==> src/rtl/audio_cpu_regs_if.sv <==
// CPU register bus between a bus master and the audio register block.
// Single-cycle strobes in; registered read data and valid out.
interface audio_cpu_regs_if;
  logic       cpu_wr;
  logic       cpu_rd;
  logic [3:0] cpu_addr;
  logic [7:0] cpu_wdata;
  logic [7:0] cpu_rdata;
  logic       cpu_rd_valid;

  modport master (output cpu_wr, cpu_rd, cpu_addr, cpu_wdata,
                  input  cpu_rdata, cpu_rd_valid);
  modport slave  (input  cpu_wr, cpu_rd, cpu_addr, cpu_wdata,
                  output cpu_rdata, cpu_rd_valid);
endinterface

==> src/rtl/audio_cpu_regs.sv <==
// CPU-visible control/status registers for the audio path, with FIR
// coefficient and EQ write strobes, write counters and full limits.
module audio_cpu_regs #(
  parameter int NUM_FILTERS = 4
) (
  input  logic                    clk,
  input  logic                    reset,
  audio_cpu_regs_if.slave         bus,
  input  logic [7:0]              audio_status_in,
  input  logic [7:0]              bit_cnt_in,
  output logic [7:0]              audio_control,
  output logic [7:0]              coef_select,
  output logic [7:0]              coefs_per_tap_lsb,
  output logic [7:0]              coef_wr_lsb_data,
  output logic [7:0]              coef_wr_msb_data,
  output logic [7:0]              eq_select,
  output logic [7:0]              eq_wr_lsb_data,
  output logic [7:0]              eq_wr_msb_data,
  output logic [7:0]              test_reg,
  output logic [7:0]              fe_test_reg,
  output logic [7:0]              triangle_inc_reg,
  output logic                    coef_wr_en,
  output logic                    eq_wr_en,
  output logic                    coef_full,
  output logic                    eq_full
);

  localparam logic [7:0] EQ_LIMIT = 8'(2 * NUM_FILTERS);

  logic [13:0] coef_count;
  logic [7:0]  eq_count;
  logic [13:0] coef_limit;
  logic        coef_full_q;
  logic        coef_at_limit;
  logic [1:0]  coef_vld_pipe;
  logic [1:0]  eq_vld_pipe;
  logic [1:0]  coef_rst_dly;
  logic [1:0]  eq_rst_dly;
  logic [7:0]  rd_mux;
  logic        coef_hit;
  logic        eq_hit;
  logic        ctrl_wr;

  assign ctrl_wr  = bus.cpu_wr && (bus.cpu_addr == 4'h0);
  assign coef_hit = bus.cpu_wr && (bus.cpu_addr == 4'h4) && !coef_full;
  assign eq_hit   = bus.cpu_wr && (bus.cpu_addr == 4'h7) && !eq_full;

  assign coef_limit    = 14'(NUM_FILTERS) *
                         ({5'd0, audio_control[6], coefs_per_tap_lsb} + 14'd1);
  assign coef_at_limit = (coef_count >= coef_limit);
  // Sticky so that raising the limit again does not release a full FIR bank.
  assign coef_full     = coef_full_q || coef_at_limit;
  assign eq_full       = (eq_count >= EQ_LIMIT);

  // Strobes trail the data write by one cycle so the data is already stable.
  assign coef_wr_en = coef_vld_pipe[1];
  assign eq_wr_en   = eq_vld_pipe[1];

  always_ff @(posedge clk or posedge reset) begin
    if (reset) begin
      audio_control     <= '0;
      coef_select       <= '0;
      coefs_per_tap_lsb <= '0;
      coef_wr_lsb_data  <= '0;
      coef_wr_msb_data  <= '0;
      eq_select         <= '0;
      eq_wr_lsb_data    <= '0;
      eq_wr_msb_data    <= '0;
      test_reg          <= '0;
      fe_test_reg       <= '0;
      triangle_inc_reg  <= '0;
      coef_rst_dly      <= '0;
      eq_rst_dly        <= '0;
    end else begin
      coef_rst_dly <= {coef_rst_dly[0], ctrl_wr && bus.cpu_wdata[7]};
      eq_rst_dly   <= {eq_rst_dly[0],   ctrl_wr && bus.cpu_wdata[5]};
      if (coef_rst_dly[1]) audio_control[7] <= 1'b0;
      if (eq_rst_dly[1])   audio_control[5] <= 1'b0;
      if (bus.cpu_wr) begin
        case (bus.cpu_addr)
          4'h0: audio_control     <= bus.cpu_wdata;
          4'h1: coef_select       <= bus.cpu_wdata;
          4'h2: coefs_per_tap_lsb <= bus.cpu_wdata;
          4'h3: coef_wr_lsb_data  <= bus.cpu_wdata;
          4'h4: coef_wr_msb_data  <= bus.cpu_wdata;
          4'h5: eq_select         <= bus.cpu_wdata;
          4'h6: eq_wr_lsb_data    <= bus.cpu_wdata;
          4'h7: eq_wr_msb_data    <= bus.cpu_wdata;
          4'h8: test_reg          <= bus.cpu_wdata;
          4'h9: fe_test_reg       <= bus.cpu_wdata;
          4'hA: triangle_inc_reg  <= bus.cpu_wdata;
          default: ;
        endcase
      end
    end
  end

  // Address-pointer resets take priority over an in-flight strobe's increment.
  always_ff @(posedge clk or posedge reset) begin
    if (reset) begin
      coef_vld_pipe <= '0;
      eq_vld_pipe   <= '0;
      coef_count    <= '0;
      eq_count      <= '0;
      coef_full_q   <= 1'b0;
    end else begin
      coef_vld_pipe <= {coef_vld_pipe[0], coef_hit};
      eq_vld_pipe   <= {eq_vld_pipe[0], eq_hit};
      if (coef_rst_dly[0])  coef_count <= '0;
      else if (coef_wr_en)  coef_count <= coef_count + 14'd1;
      coef_full_q <= coef_rst_dly[0] ? 1'b0 : (coef_full_q || coef_at_limit);
      if (eq_rst_dly[0])    eq_count <= '0;
      else if (eq_wr_en)    eq_count <= eq_count + 8'd1;
    end
  end

  always_comb begin
    rd_mux = '0;
    case (bus.cpu_addr)
      4'h0: rd_mux = audio_control;
      4'h1: rd_mux = coef_select;
      4'h2: rd_mux = coefs_per_tap_lsb;
      4'h3: rd_mux = coef_wr_lsb_data;
      4'h4: rd_mux = coef_wr_msb_data;
      4'h5: rd_mux = eq_select;
      4'h6: rd_mux = eq_wr_lsb_data;
      4'h7: rd_mux = eq_wr_msb_data;
      4'h8: rd_mux = test_reg;
      4'h9: rd_mux = fe_test_reg;
      4'hA: rd_mux = triangle_inc_reg;
      4'hB: rd_mux = audio_status_in;
      4'hC: rd_mux = bit_cnt_in;
      4'hD: rd_mux = coef_count[7:0];
      4'hE: rd_mux = {eq_full, coef_full, coef_count[13:8]};
      4'hF: rd_mux = eq_count;
      default: rd_mux = '0;
    endcase
  end

  // Read samples pre-write state, so a same-cycle write is not visible yet.
  always_ff @(posedge clk or posedge reset) begin
    if (reset) begin
      bus.cpu_rdata    <= '0;
      bus.cpu_rd_valid <= 1'b0;
    end else begin
      bus.cpu_rd_valid <= bus.cpu_rd;
      if (bus.cpu_rd) bus.cpu_rdata <= rd_mux;
    end
  end

endmodule

==> src/flat_wrapper.sv <==
// flat-port wrapper written by rule: the top's interface ports become plain ports
module audio_cpu_regs_flat 
#(
  parameter int NUM_FILTERS = 4
)
  (clk, reset, audio_status_in, bit_cnt_in, audio_control, coef_select, coefs_per_tap_lsb, coef_wr_lsb_data, coef_wr_msb_data, eq_select, eq_wr_lsb_data, eq_wr_msb_data, test_reg, fe_test_reg, triangle_inc_reg, coef_wr_en, eq_wr_en, coef_full, eq_full, bus_cpu_wr, bus_cpu_rd, bus_cpu_addr, bus_cpu_wdata, bus_cpu_rdata, bus_cpu_rd_valid);
  audio_cpu_regs_if bus_i ();
  input  logic clk;
  input  logic reset;
  input  logic [7:0] audio_status_in;
  input  logic [7:0] bit_cnt_in;
  output logic [7:0] audio_control;
  output logic [7:0] coef_select;
  output logic [7:0] coefs_per_tap_lsb;
  output logic [7:0] coef_wr_lsb_data;
  output logic [7:0] coef_wr_msb_data;
  output logic [7:0] eq_select;
  output logic [7:0] eq_wr_lsb_data;
  output logic [7:0] eq_wr_msb_data;
  output logic [7:0] test_reg;
  output logic [7:0] fe_test_reg;
  output logic [7:0] triangle_inc_reg;
  output logic coef_wr_en;
  output logic eq_wr_en;
  output logic coef_full;
  output logic eq_full;
  input wire logic [$bits(bus_i.cpu_wr)-1:0] bus_cpu_wr;
  input wire logic [$bits(bus_i.cpu_rd)-1:0] bus_cpu_rd;
  input wire logic [$bits(bus_i.cpu_addr)-1:0] bus_cpu_addr;
  input wire logic [$bits(bus_i.cpu_wdata)-1:0] bus_cpu_wdata;
  output wire logic [$bits(bus_i.cpu_rdata)-1:0] bus_cpu_rdata;
  output wire logic [$bits(bus_i.cpu_rd_valid)-1:0] bus_cpu_rd_valid;
  assign bus_i.cpu_wr = bus_cpu_wr;
  assign bus_i.cpu_rd = bus_cpu_rd;
  assign bus_i.cpu_addr = bus_cpu_addr;
  assign bus_i.cpu_wdata = bus_cpu_wdata;
  assign bus_cpu_rdata = bus_i.cpu_rdata;
  assign bus_cpu_rd_valid = bus_i.cpu_rd_valid;
  audio_cpu_regs #(.NUM_FILTERS(NUM_FILTERS)) u_core (.clk(clk), .reset(reset), .bus(bus_i), .audio_status_in(audio_status_in), .bit_cnt_in(bit_cnt_in), .audio_control(audio_control), .coef_select(coef_select), .coefs_per_tap_lsb(coefs_per_tap_lsb), .coef_wr_lsb_data(coef_wr_lsb_data), .coef_wr_msb_data(coef_wr_msb_data), .eq_select(eq_select), .eq_wr_lsb_data(eq_wr_lsb_data), .eq_wr_msb_data(eq_wr_msb_data), .test_reg(test_reg), .fe_test_reg(fe_test_reg), .triangle_inc_reg(triangle_inc_reg), .coef_wr_en(coef_wr_en), .eq_wr_en(eq_wr_en), .coef_full(coef_full), .eq_full(eq_full));
endmodule
==> config.mk <==
export PLATFORM = sky130hd
export DESIGN_NAME = audio_cpu_regs_flat
export DESIGN_NICKNAME = d
export VERILOG_FILES = /design/src/rtl/audio_cpu_regs_if.sv /design/src/rtl/audio_cpu_regs.sv /design/src/flat_wrapper.sv
export SDC_FILE = /design/constraint.sdc
export NUM_CORES = 1
export LEC_CHECK = 0
export CAP_MARGIN = 20
export CORE_MARGIN = 2
export CORE_UTILIZATION = 52
export CTS_CLUSTER_DIAMETER = 100
export DETAILED_ROUTE_END_ITERATION = 10
export PLACE_DENSITY = 0.8
export SYNTH_ARGS = -nofsm -noshare
export SYNTH_HDL_FRONTEND = slang
export SYNTH_SLANG_ARGS = --single-unit
export TNS_END_PERCENT = 10
==> constraint.sdc <==
create_clock -name clk -period 5.4 [get_ports clk]
set_input_delay 1.35 -clock clk [delete_from_list [all_inputs] [get_ports clk]]
set_output_delay 1.35 -clock clk [all_outputs]
set_load 0.01 [all_outputs]
==> results.md, run 1 <==
- First-pass iteration count of the detailed router: 6
- Psw: 0.00106 W
- Sw Share: between 20% and 30%
- Clock Skew: 0.00718 ns
- Slowest stage delay, CP: roughly 0.65 ns
- Startpoint Class: flip-flop
- Worst-Margin Slew: between 0.8 and 0.9 ns
- Post-DP HPWL: around 15000 um
- Biggest register: u_core.coef_count
- Clock Power Share: between 30% and 40%
- Synth warn: 0
- Antenna violations before repair: 0
- Initial core utilization: between 50% and 60%
- Worst hold-check path type: reg2reg
- Top-Level Pins: roughly 130
- Top_reg_cell synth: dfrtp_1
- Synth top area share: approximately 48%
- Clock sinks: roughly 130
- Vias in the first global route: between 5000 and 6000
- First-pass GRT wire length: around 34000 um
- CTS Hold Bufs: 0
- Area of the core: about 0.013 mm^2
- Final wirelength: roughly 22000 um
- Data required, critical path: 4.05 ns
- Max cap viols: 0
- Total power: 0.00356 W
- Leakage: 3.69 nW
- Worst EP arrival: 3.43 ns
- Most common cell after layout, fill and taps aside: clkdlybuf4s50_1
- Final cell count without fillers: approximately 910
- Area Overhead vs Synth: 31.1%
- Share of cells above drive strength 1: 20.5%
- CP max FO: 7
- Post-Place Cells: 877
- Post-CTS Setup Inserts: 0
- Tmin final: around 4.8 ns
- Root buffer cell: clkbuf_16
- Clock tree buffer depth: 2
- Setup violators final: 0
- Final core utilization: a little over two thirds
- Port Buf Inserts: ~130
- Maximum achievable frequency: roughly 0.21 GHz
- Post-synth cell types: 63
- GRT Overall Usage: between 30% and 40%
- Commonest cells after routing, fill and taps aside: 132 x clkdlybuf4s50_1, 128 x dfrtp_1, 92 x mux2_2, 41 x nor2_1, 30 x nand2_1
- Ant diodes: 0
- Crit end category: primary output
- Overflow after GRT: 0
- Die W: roughly 120 um
- Initial DRC count: 663
- Pint: approximately 0.0025 W
- Htree depth: 4
- Highest-delay cell along the critical path: clkdlybuf4s50_1
- Worst IR Drop VDD: between 0.0002 and 0.00025 V
- Drt drc: 0
- Flop pwr share: around two fifths
- Synth top area cells: dfrtp_1 48%, mux2_2 16%, ha_1 2.8%
- Setup TNS: 0 ns
- Clock latency on the worst-skew pair: 0.43 ns
- P per Cell Area: approximately 410 mW/mm^2
- Comb pwr share: between 20% and 30%
- Worst slew margin: 46.4%
- WL per Instance: between 20 and 25 um
- Core Rows: about 40
- Final nets: 771
- Largest net degree at the start of global routing: between 60 and 70
- ANT nets after route: 0
- Synth Instances: 601
- CTS Buf Count: 17
- Seq/Total Area, Yosys: slightly below 50%
- Outcome: finished, final reports clean
- RSZ-0062 raised after global routing: false
- Crit path cell chain: ha_1 -> nand2_1 -> nor2_1 -> nand3_1 -> xor2_1 -> ha_1 -> nand4_1 -> nor3_1 -> nand3_1 -> o21ai_0 -> clkdlybuf4s50_1
- EDFF count, synth: 0
- Die Y: roughly 120 um
- CTS tree: yes
- WS Path Type: reg2out
- Mapped Area: between 0.006 and 0.007 mm^2
- Async SR Flop Fraction: 100%
- Vias per cell: about 6.3
- Max Transition Viols Final: 0
- Vias after detailed routing: approximately 5700
- Final hold violations: 0
- Routability congestion estimate: 1.01
- Biggest area consumer among synthesized cells: dfrtp_1
- Syn Area/Cell: 11.1 um^2
- PostCTS Resize Cnt: 0
- Yosys reg bits: 128
- Largest register FFs: 14
- Crit share post-route: between 80 and 90%
- Clk slew on worst S/H paths: around 0.06 ns
- Die ar.: around 0.014 mm^2
- Total nets after synthesis: 648
==> power groups by stage <==
stage	Clock, W	Combinational, W	Sequential (W)
5_1_grt	0.00132	0.000986	0.00138
6_report	0.00127	0.000923	0.00136
3_5_place_dp	0	0.000910	0.00137
3_3_place_gp	0	0.000894	0.00136
2_1_floorplan	0	0.000371	0.00137
4_1_cts	0.00128	0.000922	0.00136
==> cell type report <==
cell class | count | area [um^2]
Fill cell | 947 | 3830
Inverter | 18 | 70.1
Tap cell | 172 | 215
Sequential cell | 128 | 3200
Clock inverter | 11 | 175
Timing Repair Buffer | 140 | 1390
Multi-Input combinational cell | 419 | 3200
Clock buffer | 21 | 480
==> cell families (layout without fill, tap and decap cells) <==
logic type,count (synthesis),in the layout,share of synthesized area (%)
AO/OA/AOI/OAI,105,105,11.2
multiplexers,103,103,17.4
flip-flops,128,128,48.0
XOR/XNOR,25,25,3.28
buffers and inverters,54,190,3.94
adder cells (fa/ha/maj),15,15,2.81
AND/OR/NAND/NOR,171,171,13.4
==> worst paths after layout <==
check	start	depth (start not counted)	slack (ns)	end
setup / recovery	u_core.coefs_per_tap_lsb[0]$_DFFE_PP0P_	11	0.62	coef_full
hold / removal	u_core.coef_vld_pipe[0]$_DFF_PP0_	0	0.38	u_core.coef_vld_pipe[1]$_DFF_PP0_
setup reg to reg	u_core.coefs_per_tap_lsb[2]$_DFFE_PP0P_	10	2.72	u_core.bus.cpu_rdata[6]$_DFFE_PP0P_
hold reg to reg	u_core.coef_vld_pipe[0]$_DFF_PP0_	0	0.38	u_core.coef_vld_pipe[1]$_DFF_PP0_
max in group asynchronous	reset	3	3.15	u_core.eq_rst_dly[0]$_DFF_PP0_
min in group asynchronous	reset	2	1.42	u_core.eq_select[1]$_DFFE_PP0P_
==> cells in the mapped netlist, drive strengths merged (2+ instances only) <==
master / instances
nor4: 3
and2: 3
a221oi: 4
buf: 20
nand2: 30
xor2: 16
nand2b: 5
a21oi: 15
xnor2: 9
a31o: 3
or3: 2
a2111oi: 2
o32ai: 2
o21ai: 17
nand3: 22
o2bb2ai: 2
mux2: 92
a31oi: 6
dfrtp: 128
o22ai: 7
nor3: 9
clkbuf: 16
inv: 18
a211oi: 3
and3: 9
nor2: 48
a22oi: 14
mux2i: 10
ha: 15
o2111ai: 3
a21o: 3
a22o: 13
nand4: 11
nor2b: 14
nand3b: 7
==> metrics by stage <==
step	cell area, um^2	worst slack, ns	hold WS [ns]
floorplan	6670	0.637	0.331
global placement	8090	1.16	0.335
detailed placement	8090	1.12	0.345
CTS	8740	0.629	0.373
global route	8740	0.298	0.381
finish	8740	0.616	0.380
==> worst max-delay path, delay by kind of cell, from the launching register on <==
| family | cells | cell delay, ns |
|---|---|---|
| adder cells (fa/ha/maj) | 2 | 0.54 |
| buffers and inverters | 1 | 0.65 |
| AO/OA/AOI/OAI | 1 | 0.48 |
| flip-flops | 1 | 0.45 |
| AND/OR/NAND/NOR | 6 | 0.73 |
| XOR/XNOR | 1 | 0.16 |
==> routing by layer <==
layer,track usage [%],routed length [um],vias to the layer above
met5,0,0,-
met4,12.6,700,0
met3,8.19,1750,55
met2,51.4,10200,329
met1,46.1,9220,2881
li1,-,-,2441
Power figures use the tool's default switching activity.
==> run 2, diff against run 1 <==
- SKIP_CTS_REPAIR_TIMING: unset -> 1
==> results of run 2 <==
Same layout as run 1: the final DEF is identical, and so are final timing and power.
